## src/rtl/net_axis_pkg.sv

```systemverilog
// Shared AXI-Stream beat type and arbiter state encoding for the network egress path.
package net_axis_pkg;

   localparam int NET_DATA_W = 64;
   localparam int NET_KEEP_W = NET_DATA_W / 8;

   typedef struct packed {
      logic [NET_DATA_W-1:0] data;
      logic [NET_KEEP_W-1:0] keep;
      logic                  last;
   } axis_beat_t;

   typedef enum logic {
      IDLE = 1'b0,
      XFER = 1'b1
   } arb_state_e;

   // Round-robin successor of an index, wrapping back to 0 at n.
   function automatic int rr_next(input int idx, input int n);
      return (idx + 1 >= n) ? 0 : idx + 1;
   endfunction

endpackage

```

## src/rtl/axis_reg_slice.sv

```systemverilog
// Two-entry skid buffer for one AXI-Stream beat. The output side is driven
// straight from registers, and in_ready depends only on local state, so the
// slice breaks every combinational path between its two sides.
module axis_reg_slice
   import net_axis_pkg::*;
(
   input  logic       clk,
   input  logic       rst_n,
   input  axis_beat_t in_beat,
   input  logic       in_valid,
   output logic       in_ready,
   output axis_beat_t out_beat,
   output logic       out_valid,
   input  logic       out_ready
);

   axis_beat_t skid_beat;
   logic       skid_valid;
   logic       push;

   // The skid entry is only occupied while the output entry is too, so an
   // occupied skid entry means the slice is full.
   assign in_ready = !skid_valid;
   assign push     = in_valid && in_ready;

   // Refill the output entry from the skid entry first (oldest beat), otherwise
   // from the input; park the input beat in the skid entry while stalled.
   always_ff @(posedge clk or negedge rst_n) begin
      if (!rst_n) begin
         out_beat   <= '0;
         out_valid  <= 1'b0;
         skid_beat  <= '0;
         skid_valid <= 1'b0;
      end else if (!out_valid || out_ready) begin
         if (skid_valid) begin
            out_beat   <= skid_beat;
            out_valid  <= 1'b1;
            skid_valid <= 1'b0;
         end else if (push) begin
            out_beat  <= in_beat;
            out_valid <= 1'b1;
         end else begin
            out_valid <= 1'b0;
         end
      end else if (push) begin
         skid_beat  <= in_beat;
         skid_valid <= 1'b1;
      end
   end

endmodule

```

## src/rtl/net_tx_arbiter.sv

```systemverilog
// Packet-granular round-robin arbiter onto the single toNet AXI-Stream egress.
// A grant is held from the first beat of a packet through its tlast beat; the
// egress is fully registered through axis_reg_slice. A watchdog raises a sticky
// stall_err when the granted source goes quiet mid-packet, without revoking the grant.
module net_tx_arbiter
   import net_axis_pkg::*;
#(
   parameter int N_SRC     = 4,
   parameter int DATA_W    = NET_DATA_W,
   parameter int STALL_MAX = 256
) (
   input  logic                        clk,
   input  logic                        rst_n,
   input  logic [N_SRC*DATA_W-1:0]     src_tdata,
   input  logic [N_SRC*DATA_W/8-1:0]   src_tkeep,
   input  logic [N_SRC-1:0]            src_tvalid,
   input  logic [N_SRC-1:0]            src_tlast,
   output logic [N_SRC-1:0]            src_tready,
   output logic [DATA_W-1:0]           toNet_tdata,
   output logic [DATA_W/8-1:0]         toNet_tkeep,
   output logic                        toNet_tvalid,
   output logic                        toNet_tlast,
   input  logic                        toNet_tready,
   output logic [$clog2(N_SRC)-1:0]    grant_id,
   output logic                        busy,
   output logic                        stall_err
);

   localparam int KEEP_W = DATA_W / 8;
   localparam int IDX_W  = $clog2(N_SRC);
   localparam int WD_W   = $clog2(STALL_MAX) + 1;

   arb_state_e       state;
   arb_state_e       state_nxt;
   logic [IDX_W-1:0] rr_ptr;
   logic [IDX_W-1:0] pick_idx;
   logic [IDX_W-1:0] cand;
   logic             pick_found;
   logic             sel_valid;
   logic             slice_in_ready;
   logic             accept;
   axis_beat_t       slice_in;
   axis_beat_t       slice_out;
   logic             slice_out_valid;
   logic [WD_W-1:0]  wd_cnt;

   // Rotating-priority search: first valid source at or after rr_ptr.
   always_comb begin
      pick_found = 1'b0;
      pick_idx   = '0;
      cand       = '0;
      for (int k = 0; k < N_SRC; k++) begin
         cand = IDX_W'((int'(rr_ptr) + k) % N_SRC);
         if (!pick_found && src_tvalid[cand]) begin
            pick_found = 1'b1;
            pick_idx   = cand;
         end
      end
   end

   assign sel_valid = (state == XFER) && src_tvalid[grant_id];
   assign accept    = sel_valid && slice_in_ready;
   assign slice_in  = '{data: src_tdata[int'(grant_id)*DATA_W +: DATA_W],
                        keep: src_tkeep[int'(grant_id)*KEEP_W +: KEEP_W],
                        last: src_tlast[grant_id]};

   // FSM state register.
   always_ff @(posedge clk or negedge rst_n) begin
      if (!rst_n) state <= IDLE;
      else        state <= state_nxt;
   end

   // FSM next state: grant when anyone requests, release on the accepted tlast beat.
   always_comb begin
      state_nxt = state;
      case (state)
         IDLE:    if (pick_found) state_nxt = XFER;
         XFER:    if (accept && slice_in.last) state_nxt = IDLE;
         default: state_nxt = IDLE;
      endcase
   end

   // FSM outputs: only the granted source sees ready, gated by slice room.
   always_comb begin
      src_tready = '0;
      busy       = (state == XFER);
      if (state == XFER) src_tready[grant_id] = slice_in_ready;
   end

   // Latch the winner on arbitration; advance the pointer past it at end of packet.
   always_ff @(posedge clk or negedge rst_n) begin
      if (!rst_n) begin
         grant_id <= '0;
         rr_ptr   <= '0;
      end else begin
         if (state == IDLE && pick_found) grant_id <= pick_idx;
         if (accept && slice_in.last) rr_ptr <= IDX_W'(rr_next(int'(grant_id), N_SRC));
      end
   end

   // Stall watchdog: count quiet cycles of the granted source, saturating at STALL_MAX.
   always_ff @(posedge clk or negedge rst_n) begin
      if (!rst_n) begin
         wd_cnt    <= '0;
         stall_err <= 1'b0;
      end else begin
         if (state != XFER || accept) wd_cnt <= '0;
         else if (!src_tvalid[grant_id] && wd_cnt != WD_W'(STALL_MAX)) wd_cnt <= wd_cnt + WD_W'(1);
         if (wd_cnt == WD_W'(STALL_MAX)) stall_err <= 1'b1;
      end
   end

   axis_reg_slice u_slice (
      .clk       (clk),
      .rst_n     (rst_n),
      .in_beat   (slice_in),
      .in_valid  (sel_valid),
      .in_ready  (slice_in_ready),
      .out_beat  (slice_out),
      .out_valid (slice_out_valid),
      .out_ready (toNet_tready)
   );

   assign toNet_tdata  = slice_out.data;
   assign toNet_tkeep  = slice_out.keep;
   assign toNet_tlast  = slice_out.last;
   assign toNet_tvalid = slice_out_valid;

endmodule
```

## config.mk

```make
export PLATFORM = sky130hd
export DESIGN_NAME = net_tx_arbiter
export DESIGN_NICKNAME = d
export VERILOG_FILES = /design/src/rtl/net_axis_pkg.sv /design/src/rtl/axis_reg_slice.sv /design/src/rtl/net_tx_arbiter.sv
export SDC_FILE = /design/constraint.sdc
export NUM_CORES = 1
export LEC_CHECK = 0
export ABC_AREA = 1
export CORE_MARGIN = 1
export CORE_UTILIZATION = 35
export DETAILED_ROUTE_END_ITERATION = 12
export PLACE_DENSITY_LB_ADDON = 0.08
export REMOVE_ABC_BUFFERS = 1
export SYNTH_ARGS = -nofsm -noshare
export SYNTH_HDL_FRONTEND = slang
export SYNTH_HIERARCHICAL = 1
export SYNTH_SLANG_ARGS = --single-unit
```

## constraint.sdc

```tcl
create_clock -name clk -period 2.2 [get_ports clk]
set_input_delay 0.66 -clock clk [delete_from_list [all_inputs] [get_ports clk]]
set_output_delay 0.66 -clock clk [all_outputs]
set_load 0.01 [all_outputs]
```

# Word-level counts from Yosys, hierarchy flattened
# Index checks and enable logic that the tools add are counted.
op_classes:
  n_mux: 35
  n_bitwise: 3
  n_reduce_logical: 22
  addsub: 5
  n_eq_ne: 2
  shifts: 2
  n_lt_le_gt_ge: 7
op_table:
  columns: ["op", "n"]
  rows:
  - ["indexed part select 256 x 9 -> 64 bit", 1]
  - ["2-to-1 mux 73 bit", 2]
  - ["indexed part select 32 x 6 -> 8 bit", 1]
  - ["2-to-1 mux 9 bit", 2]
  - ["2-to-1 mux 1 bit", 17]
  - ["less-than comparator 2 x 3 -> 1 bit, second input constant", 5]
  - ["binary-select mux 1 bit (select 2 bit)", 6]
  - ["2-to-1 mux 2 bit", 5]
  - ["adder 9 x 1 -> 9 bit, second input constant", 1]
  - ["equality test 9 bit, second input constant", 1]
  - ["logical AND 1 bit", 9]
  - ["inequality test 9 bit, second input constant", 1]
  - ["logical NOT 1 bit", 6]
  - ["nonzero test 2 bit", 3]
  - ["adder 2 bit, second input constant", 2]
  - ["bitwise AND 4 bit", 1]
  - ["2-to-1 mux 4 bit", 1]
  - ["AND reduction 2 bit", 2]
  - ["adder 2 x 1 -> 3 bit, second input constant", 1]
  - ["greater-or-equal comparator 3 bit, second input constant", 1]
  - ["adder 2 x 1 -> 2 bit, second input constant", 1]
  - ["demux 1 bit (select 2 bit)", 1]
  - ["greater-or-equal comparator 2 x 1 -> 1 bit, second input constant", 1]
  - ["logical OR 1 bit", 2]
  - ["other kinds (2)", 3]
word_totals:
  inputBits: 299
  register_bits: 163
  wordCells: 89
  output_inout_bits: 82

# Logic depth before layout (Yosys ltp)
# Gate-level depths: netlist of run 1.
logic_depth:
  ltp_word: 14
  mapped_depth: 11

# Modules after synthesis
# The synthesis of run 1 kept the hierarchy.
modules_own_cells:
  columns: ["mod", "instances", "area_per_inst_um2", "cells_per_inst"]
  rows:
  - ["axis_reg_slice", 1, 6605.1, 872]
  - ["net_tx_arbiter", 1, 3099.2, 594]

# Worst setup path after synthesis of run 1
# No wires, ideal clock.
synth_timing:
  path_type: "register -> output"
  startpoint: "register grant_id[1]"
  endpoint: "output port src_tready[0]"
  path_stages_with_launch: 7
  t_arrival_ns: 1.337
  required_time_ns: 1.540
  setup_slack_ns: 0.203
  path_cell_list: "dfrtp_1 inv_1 buf_2 clkbuf_1 ha_1 inv_1 nor2_1"
synth_between:
  elab_chain_len: 6
synth_rtl:
  columns: ["item", "line", "text"]
  rows:
  - ["from (decl)", "net_tx_arbiter.sv:24", "output logic [$clog2(N_SRC)-1:0] grant_id,"]
  - ["from (signal assigned)", "net_tx_arbiter.sv:96", "if (state == IDLE && pick_found) grant_id <= pick_idx;"]
  - ["less-than comparator 2 x 3 -> 1 bit (not written as such) / greater-or-equal comparator 2 x 1 -> 1 bit (equally long branches)", "net_tx_arbiter.sv:87", "if (state == XFER) src_tready[grant_id] = slice_in_ready;"]
  - ["logical AND 1 bit (not written as such)", "net_tx_arbiter.sv:87", null]
  - ["2-to-1 mux 1 bit (not written as such)", "net_tx_arbiter.sv:87", null]
  - ["demux 1 bit (select 2 bit) *", "net_tx_arbiter.sv:87", null]
  - ["bitwise AND 4 bit (no line) *", null, null]
  - ["2-to-1 mux 4 bit *", "net_tx_arbiter.sv:87", null]
  - ["to (decl)", "net_tx_arbiter.sv:18", "output logic [N_SRC-1:0] src_tready,"]
# Mark *: on every way between the ends. The rest lies on a longest branch, timed or not.

# Worst setup path in the final report of run 1
layout_timing:
  startpoint: "register grant_id[0]"
  endpoint: "output port src_tready[1]"
# Same word-level chain as after synthesis.

==> results.rst, run 1 <==
.. list-table::
   :header-rows: 1

   * - Metric
     - Value
   * - Result of the run
     - completed
   * - Final hold vios
     - 0
   * - Wire length per cell
     - 16.0 um
   * - HPWL after detailed placement
     - 23400 um
   * - Worst slew margin relative to its limit
     - 37.8%
   * - Clock transition at the register clock pins on the worst setup and hold paths after CTS
     - 0.07 ns
   * - Area share of the leading cell type in the synthesized netlist
     - 42.0%
   * - Slew at the pin closest to its max-slew limit
     - 0.932 ns
   * - Wire length of the first global-routing pass
     - 53800 um
   * - Post-synthesis average cell area
     - 6.62 um^2
   * - R2R Setup Slk
     - 0.09 ns
   * - Detailed-route via count
     - 10889
   * - Worst-skew pair later-pin latency
     - 0.42 ns
   * - End-of-flow core utilization
     - 55.4%
   * - Worst hold path type
     - input pin to asynchronous set/reset pin
   * - Layout cell share with drive strength beyond 1
     - 6.90%
   * - Static Leakage
     - 7.21 nW
   * - Cell type with the largest total area after synthesis
     - dfrtp_1
   * - Fraction of the yosys area taken by sequential cells
     - 42.0%
   * - Final std cell area, no fill
     - 15000 um^2
   * - Count of boundary I/O pins
     - 381
   * - Post-detailed-route via-to-cell ratio
     - 4.92
   * - Clock tree sinks
     - 163
   * - DRT Pass-1 Iters
     - 4
   * - Placement Setup Slack
     - -0.282 ns
   * - Die span in y
     - 169 um
   * - Max Slew Vio Count
     - 0
   * - Leading post-synthesis cells by cell area
     - dfrtp_1 42%, nand2_1 25%, o21ai_0 7.5%
   * - Number of non-filler instances in the completed layout
     - 2212
   * - Number of cells after detailed placement
     - 2160
   * - Crit Path Category
     - flip-flop to primary output
   * - Chain of cells forming the critical path
     - buf_6 -> ha_1 -> inv_1 -> nor2_1 -> buf_2
   * - Count of buffer and inverter cells on the critical path
     - 3
   * - Power per cell area
     - 1440 nW/um^2
   * - GRT Total Usage
     - 23.7%
   * - Total number of cells along the worst setup path
     - 5
   * - Port Buffer Count
     - 380
   * - Startpoint of the lowest-slack register-to-register path
     - grant_id[0]
   * - F_max
     - 461 MHz
   * - Hold Buf Count CTS
     - 0
   * - N_diodes
     - 0
   * - Initial antenna violation count
     - 0
   * - Worst vdd ir
     - 789 uV
   * - Final-layout worst hold slack
     - 0.146 ns
   * - Part of the cycle the worst path needs
     - 98.6%
   * - Arrival time at the worst endpoint
     - 1.51 ns
   * - Final setup slack of the worst path
     - 0.0314 ns
   * - DRC viols
     - 0
   * - Starting Density
     - 35.8%
   * - DIE AREA
     - 28400 um^2
   * - Maximum buffer depth of the clock tree
     - 2
   * - CP max FO
     - 5
   * - Fin nets
     - 2133
   * - Cell count after synthesis
     - 1466
   * - Starting DRT DRC Count
     - 549
   * - Crit. Startpoint
     - grant_id[0]
   * - Root Buffer
     - clkbuf_16
   * - Area added between synthesis and finish
     - 54.7%
   * - Largest stage delay, worst path
     - 0.53 ns
   * - Startpoint type of the worst setup path
     - flip-flop
   * - Standard-cell rows
     - 60
   * - Largest net degree at the start of global routing
     - 76
   * - Placement Cell Area
     - 14000 um^2
   * - Remaining Overflow, GRT
     - 0
   * - Htree depth
     - 4
   * - Crit path max-delay family
     - flip-flops
   * - GPL Wtd Cong
     - 0.800
   * - TritonCTS clock tree
     - done
   * - Max-Cap Viols
     - 0
   * - Count of synthesis-stage warnings from yosys
     - 6
   * - Cell Area, Synth
     - 9700 um^2
   * - Via count of the first global-routing pass
     - 10350
   * - Routed WL
     - 35400 um
   * - Horiz. Die Dim
     - 169 um
   * - Number of distinct library cells after synthesis
     - 28
   * - Number of routed nets with antenna violations
     - 0
   * - Cell depth of the worst flop-to-flop path
     - 12
   * - Critical Path Sink Type
     - primary output
   * - Critical path data required time
     - 1.54 ns
   * - RSZ-0062 raised after global routing
     - true
   * - CP Capture Point
     - src_tready[1]
   * - Final Critical Period
     - 2.17 ns
   * - Slowest stage cell on the critical path
     - dfrtp_4
   * - Count of endpoints failing setup in the final report
     - 0
   * - Core ar.
     - 27100 um^2
   * - Critical register-to-register path endpoint
     - u_slice/skid_beat[21]
   * - Synth Register Bits
     - 163
   * - Clock buffers created by TritonCTS
     - 17
   * - Worst Skew
     - 0.0115 ns
[layout by cell type (no fill, tap or decap), types with 4 or more instances in the layout]
master,count
clkinvlp_4,4
o21ai_0,145
clkdlybuf4s50_1,373
nor2_1,161
o22ai_1,72
buf_2,5
dfrtp_1,160
o21ai_1,7
inv_1,24
buf_6,8
nor2_4,4
nand2_1,655
buf_4,35
clkbuf_16,24
ha_1,5
buf_12,15
nand4_1,5
bufinv_16,4
nand3_1,94
inv_2,7
[cells by family (layout without fill, tap and decap cells)]
| kind of cell | after synthesis | in the layout | synth area share, % |
|---|---|---|---|
| AO/OA/AOI/OAI | 230 | 230 | 12.9 |
| buffers and inverters | 136 | 510 | 6.43 |
| XOR/XNOR | 3 | 3 | 0.271 |
| AND/OR/NAND/NOR | 928 | 928 | 37.6 |
| adder cells (fa/ha/maj) | 6 | 6 | 0.774 |
| flip-flops | 163 | 163 | 42.0 |
[per-stage QoR]
stage	power [mW]	TNS (ns)
finish	21.6	0
floorplan	11.9	-763.05
detailed placement	17.4	-33.46
global route	23.3	-0.561
global placement	17.2	-28.40
CTS	20.9	0
[power breakdown]
group / leakage (nW) / internal (mW) / switching (mW) / total, mW
Combinational: 4.87 / 5.40 / 7.76 / 13.2
Clock: 0.296 / 1.97 / 1.27 / 3.24
Sequential: 2.05 / 4.39 / 0.765 / 5.16
Total: 7.21 / 11.8 / 9.80 / 21.6
[per-layer routing]
layer	global-route usage, %	routed length [um]	up-vias
met5	0	0	-
met4	7.47	726	0
met3	4.51	1990	40
met2	41.9	17400	358
met1	29.1	15300	5055
li1	-	-	5436
[worst min-delay path by stage]
stage | start | slack, ns | to
after global placement | u_slice/skid_beat[66] | 0.45 | u_slice/skid_beat[66]
after CTS | rst_n | 0.15 | u_slice/out_beat[1]
after detailed placement | u_slice/skid_beat[16] | 0.46 | u_slice/skid_beat[16]
after global routing | rst_n | 0.16 | u_slice/out_beat[1]
final | rst_n | 0.15 | u_slice/out_beat[1]
after floorplan | rst_n | 0.36 | busy
[what timing repair did]
action                                  in CTS  in global routing
pin swaps                                    0                  3
hold endpoints to repair                     0                  0
cloned                                       1                  8
buffers inserted                             4                  8
resized for setup                           22                 14
endpoints found under the setup margin       6                153
[final cells by class]
class                           count  area, um^2
Inverter                           33         129
Sequential cell                   163        4090
Timing Repair Buffer              446        4660
Clock buffer                       20         457
Clock inverter                     11         176
Tap cell                          372         465
Fill cell                        2601       12100
Multi-Input combinational cell   1167        5040
[state kept, by name, indices dropped and copies added (netlist names)]
signal and cells:
u_slice/out_beat 73, u_slice/skid_beat 73, wd_cnt 9, grant_id 2
rr_ptr 2, busy 1, stall_err 1, u_slice/out_valid 1
u_slice/skid_valid 1
[synthesized netlist by cell type]
master      n
buf_6       1
buf_2      56
nand2_2     1
dfrtp_1   163
ha_1        6
nand3_2     1
nand3_1    94
xor2_1      3
o21bai_1    1
o22ai_2     1
nor3_1      1
and2_1      1
o22ai_1    72
inv_1      27
o21ai_0   145
o21a_1      1
buf_4       9
nor2_2      2
nand4_1     5
clkbuf_1   34
buf_1       3
o21ai_1     7
nor2_4      2
nor2_1    164
nand2_1   657
a21oi_1     3
inv_2       5
inv_4       1
Power figures use the tool's default switching activity.
==> inputs of run 2 (changes only) <==
Settings changed: CORE_UTILIZATION 35 to 45, GPL_TIMING_DRIVEN set to 1.
==> results.rst, run 2 (synthesis results as in run 1) <==
.. list-table::
   :header-rows: 1

   * - Metric
     - Value
   * - N_diodes
     - 0 (unchanged)
   * - Initial antenna violation count
     - 0 (unchanged)
   * - Final Critical Period
     - 2.12 ns (-0.0507 ns)
   * - Slew at the pin closest to its max-slew limit
     - 0.856 ns (-0.0765 ns)
   * - Wire length of the first global-routing pass
     - 51600 um (-4.2%)
   * - Count of endpoints failing setup in the final report
     - 0 (unchanged)
   * - Clock transition at the register clock pins on the worst setup and hold paths after CTS
     - 0.06 ns (about the same)
   * - Part of the cycle the worst path needs
     - 96.3% (-2.3 points)
   * - F_max
     - 472 MHz (+2.4%)
   * - Final std cell area, no fill
     - 14700 um^2 (-2.1%)
   * - Fin nets
     - 2118 (-0.70%)
   * - Commonest cells after routing, fill and taps aside
     - 655 x nand2_1, 373 x clkdlybuf4s50_1, 162 x nor2_1, 159 x dfrtp_1, 145 x o21ai_0
   * - Via count of the first global-routing pass
     - 10388 (+0.37%)
   * - HPWL after detailed placement
     - 22300 um (-4.6%)
   * - DRT Pass-1 Iters
     - 5 (+1)
   * - End-of-flow core utilization
     - 69.7% (+14 points)
   * - DIE AREA
     - 22200 um^2 (-22%)
   * - Final-layout worst hold slack
     - 0.177 ns (+0.0310 ns)
   * - Die span in y
     - 149 um (-12%)
   * - Remaining Overflow, GRT
     - 0 (unchanged)
   * - Crit path max-delay family
     - flip-flops
   * - Met3 Wirelength
     - 2450 um (+23%)
   * - Worst Skew
     - 0.00782 ns (-0.00366 ns)
   * - Layout cell share with drive strength beyond 1
     - 5.81% (-1.1 points)
   * - Critical path data required time
     - 1.54 ns (about the same)
   * - Post-detailed-route via-to-cell ratio
     - 5.25 (+6.7%)
   * - Starting DRT DRC Count
     - 713 (+30%)
   * - Arrival time at the worst endpoint
     - 1.46 ns (-0.05 ns)
   * - Placement Cell Area
     - 13900 um^2 (-0.71%)
   * - Critical register-to-register path endpoint
     - u_slice/out_beat[48]
   * - Worst slew margin relative to its limit
     - 42.9% (+5.1 points)
   * - Worst vdd ir
     - 867 uV (+10%)
   * - Worst-skew pair later-pin latency
     - 0.42 ns (about the same)
   * - R2R Setup Slk
     - 0.14 ns (+0.05 ns)
   * - Uppermost layer routed
     - met4
   * - Max Slew Vio Count
     - 0 (unchanged)
   * - Internal power component
     - 11.8 mW (about the same)
   * - GPL Wtd Cong
     - 0.830 (+3.8%)
   * - Count of boundary I/O pins
     - 381 (unchanged)
   * - Area added between synthesis and finish
     - 51.5%
   * - Net Sw Power
     - 9.50 mW (-3.0%)
   * - Static Leakage
     - 7.12 nW (-1.2%)
   * - Largest stage delay, worst path
     - 0.44 ns (-0.09 ns)
   * - Critical Path Sink Type
     - primary output
   * - Final Total Pwr
     - 21.3 mW (-1.4%)
   * - Result of the run
     - completed
   * - Cell depth of the worst flop-to-flop path
     - 12 (unchanged)
   * - GRT Total Usage
     - 29.3% (+5.6 points)
   * - Wire length per cell
     - 15.7 um (-2.1%)
   * - Top Registers
     - u_slice/out_beat: 73 flops, u_slice/skid_beat: 73 flops, wd_cnt: 9 flops
   * - WL met1
     - 13600 um (-11%)
   * - Chain of cells forming the critical path
     - buf_4 -> ha_1 -> inv_1 -> nor2_1 -> clkbuf_2
   * - Clock buffers created by TritonCTS
     - 17 (unchanged)
   * - Startpoint type of the worst setup path
     - flip-flop
   * - Max-Cap Viols
     - 0 (unchanged)
   * - Root Buffer
     - clkbuf_16
   * - Final hold vios
     - 0 (unchanged)
   * - Combinational share of power
     - 59.0% (-2.1 points)
   * - Htree depth
     - 4 (unchanged)
   * - DRC viols
     - 0 (unchanged)
   * - Final setup slack of the worst path
     - 0.0821 ns (+0.0507 ns)
   * - Number of routed nets with antenna violations
     - 0 (unchanged)
   * - Core ar.
     - 21100 um^2 (-22%)
   * - Worst hold path type
     - input pin to asynchronous set/reset pin
   * - Maximum buffer depth of the clock tree
     - 2 (unchanged)
   * - Largest net degree at the start of global routing
     - 76 (unchanged)
   * - Routed WL
     - 32900 um (-7.0%)
   * - Power per cell area
     - 1450 nW/um^2 (+0.70%)
   * - Routed wl met2
     - 16000 um (-8.2%)
   * - Detailed-route via count
     - 11027 (+1.3%)
   * - Starting Density
     - 46.0% (+10 points)
   * - Port Buffer Count
     - 380 (unchanged)
   * - Standard-cell rows
     - 53 (-12%)
   * - Placement Setup Slack
     - -0.193 ns (+0.0884 ns)
   * - Switching part of the total
     - 44.7% (-0.76 points)
   * - Leading cell type in the layout, fill and taps excluded
     - nand2_1
   * - Clock tree sinks
     - 163 (unchanged)
   * - Fraction of power consumed by the clock network
     - 16.6% (+1.6 points)
   * - Reg power frac
     - 24.4% (+0.5 points)
   * - TritonCTS clock tree
     - done
   * - Crit Path Category
     - flip-flop to primary output
   * - Count of buffer and inverter cells on the critical path
     - 3 (unchanged)
   * - Slowest stage cell on the critical path
     - dfrtp_2
   * - Horiz. Die Dim
     - 149 um (-12%)
   * - Startpoint of the lowest-slack register-to-register path
     - grant_id[1]
   * - CP max FO
     - 8 (+3)
## run 2: per-layer routing
layer | track usage [%] | vias up
met1 | 35.9 | 5129
met2 | 50.5 | 441
met5 | 0 | -
met3 | 6.18 | 54
met4 | 11.3 | 0
li1 | - | 5403
## run 2: how the worst max path moves through the flow
| stage | start | slack (ns) | cells after the start | endpoint |
|---|---|---|---|---|
| after global routing | grant_id[1] | -0.0001 | 5 | src_tready[3] |
| after CTS | grant_id[1] | -0.08 | 5 | src_tready[3] |
| after detailed placement | src_tvalid[2] | -0.19 | 12 | u_slice/skid_beat[13] |
| after global placement | src_tvalid[1] | -0.16 | 12 | u_slice/skid_beat[70] |
| final | grant_id[1] | 0.08 | 5 | src_tready[3] |
| after floorplan | grant_id[0] | -6.07 | 10 | u_slice/skid_beat[0] |
## run 2: cell type report
| cell class | instances | area [um^2] |
|---|---|---|
| clock buffers | 21 | 440 |
| clock inverters | 10 | 254 |
| fillers | 1813 | 6390 |
| inverters | 33 | 131 |
| multi-input cells | 1167 | 5020 |
| flip-flops and latches | 163 | 4090 |
| well taps | 275 | 344 |
| repair buffers | 431 | 4420 |
## run 2: power groups by stage
stage | logic (mW) | registers [mW] | clock network (mW)
floorplan | 6.12 | 5.75 | 0
global placement | 12.0 | 5.16 | 0
detailed placement | 12.2 | 5.18 | 0
CTS | 12.3 | 5.17 | 3.56
global route | 13.9 | 5.34 | 3.70
finish | 12.5 | 5.18 | 3.53
## run 2: repair_timing
item / in CTS / in global routing
gates resized for setup: 14 / 11
setup endpoints to repair: 6 / 150
pin swaps: 0 / 1
hold buffers: 0 / 0
setup buffers: 1 / 3
hold endpoints to repair: 0 / 0
cloned: 0 / 2
## run 2: through the flow
| step | cells | TNS (ns) |
|---|---|---|
| finish | 2100 | 0 |
| global route | 2100 | -0.0000988 |
| CTS | 2096 | -0.177 |
| detailed placement | 2064 | -24.48 |
| global placement | 2064 | -20.06 |
| floorplan | 1363 | -763.05 |
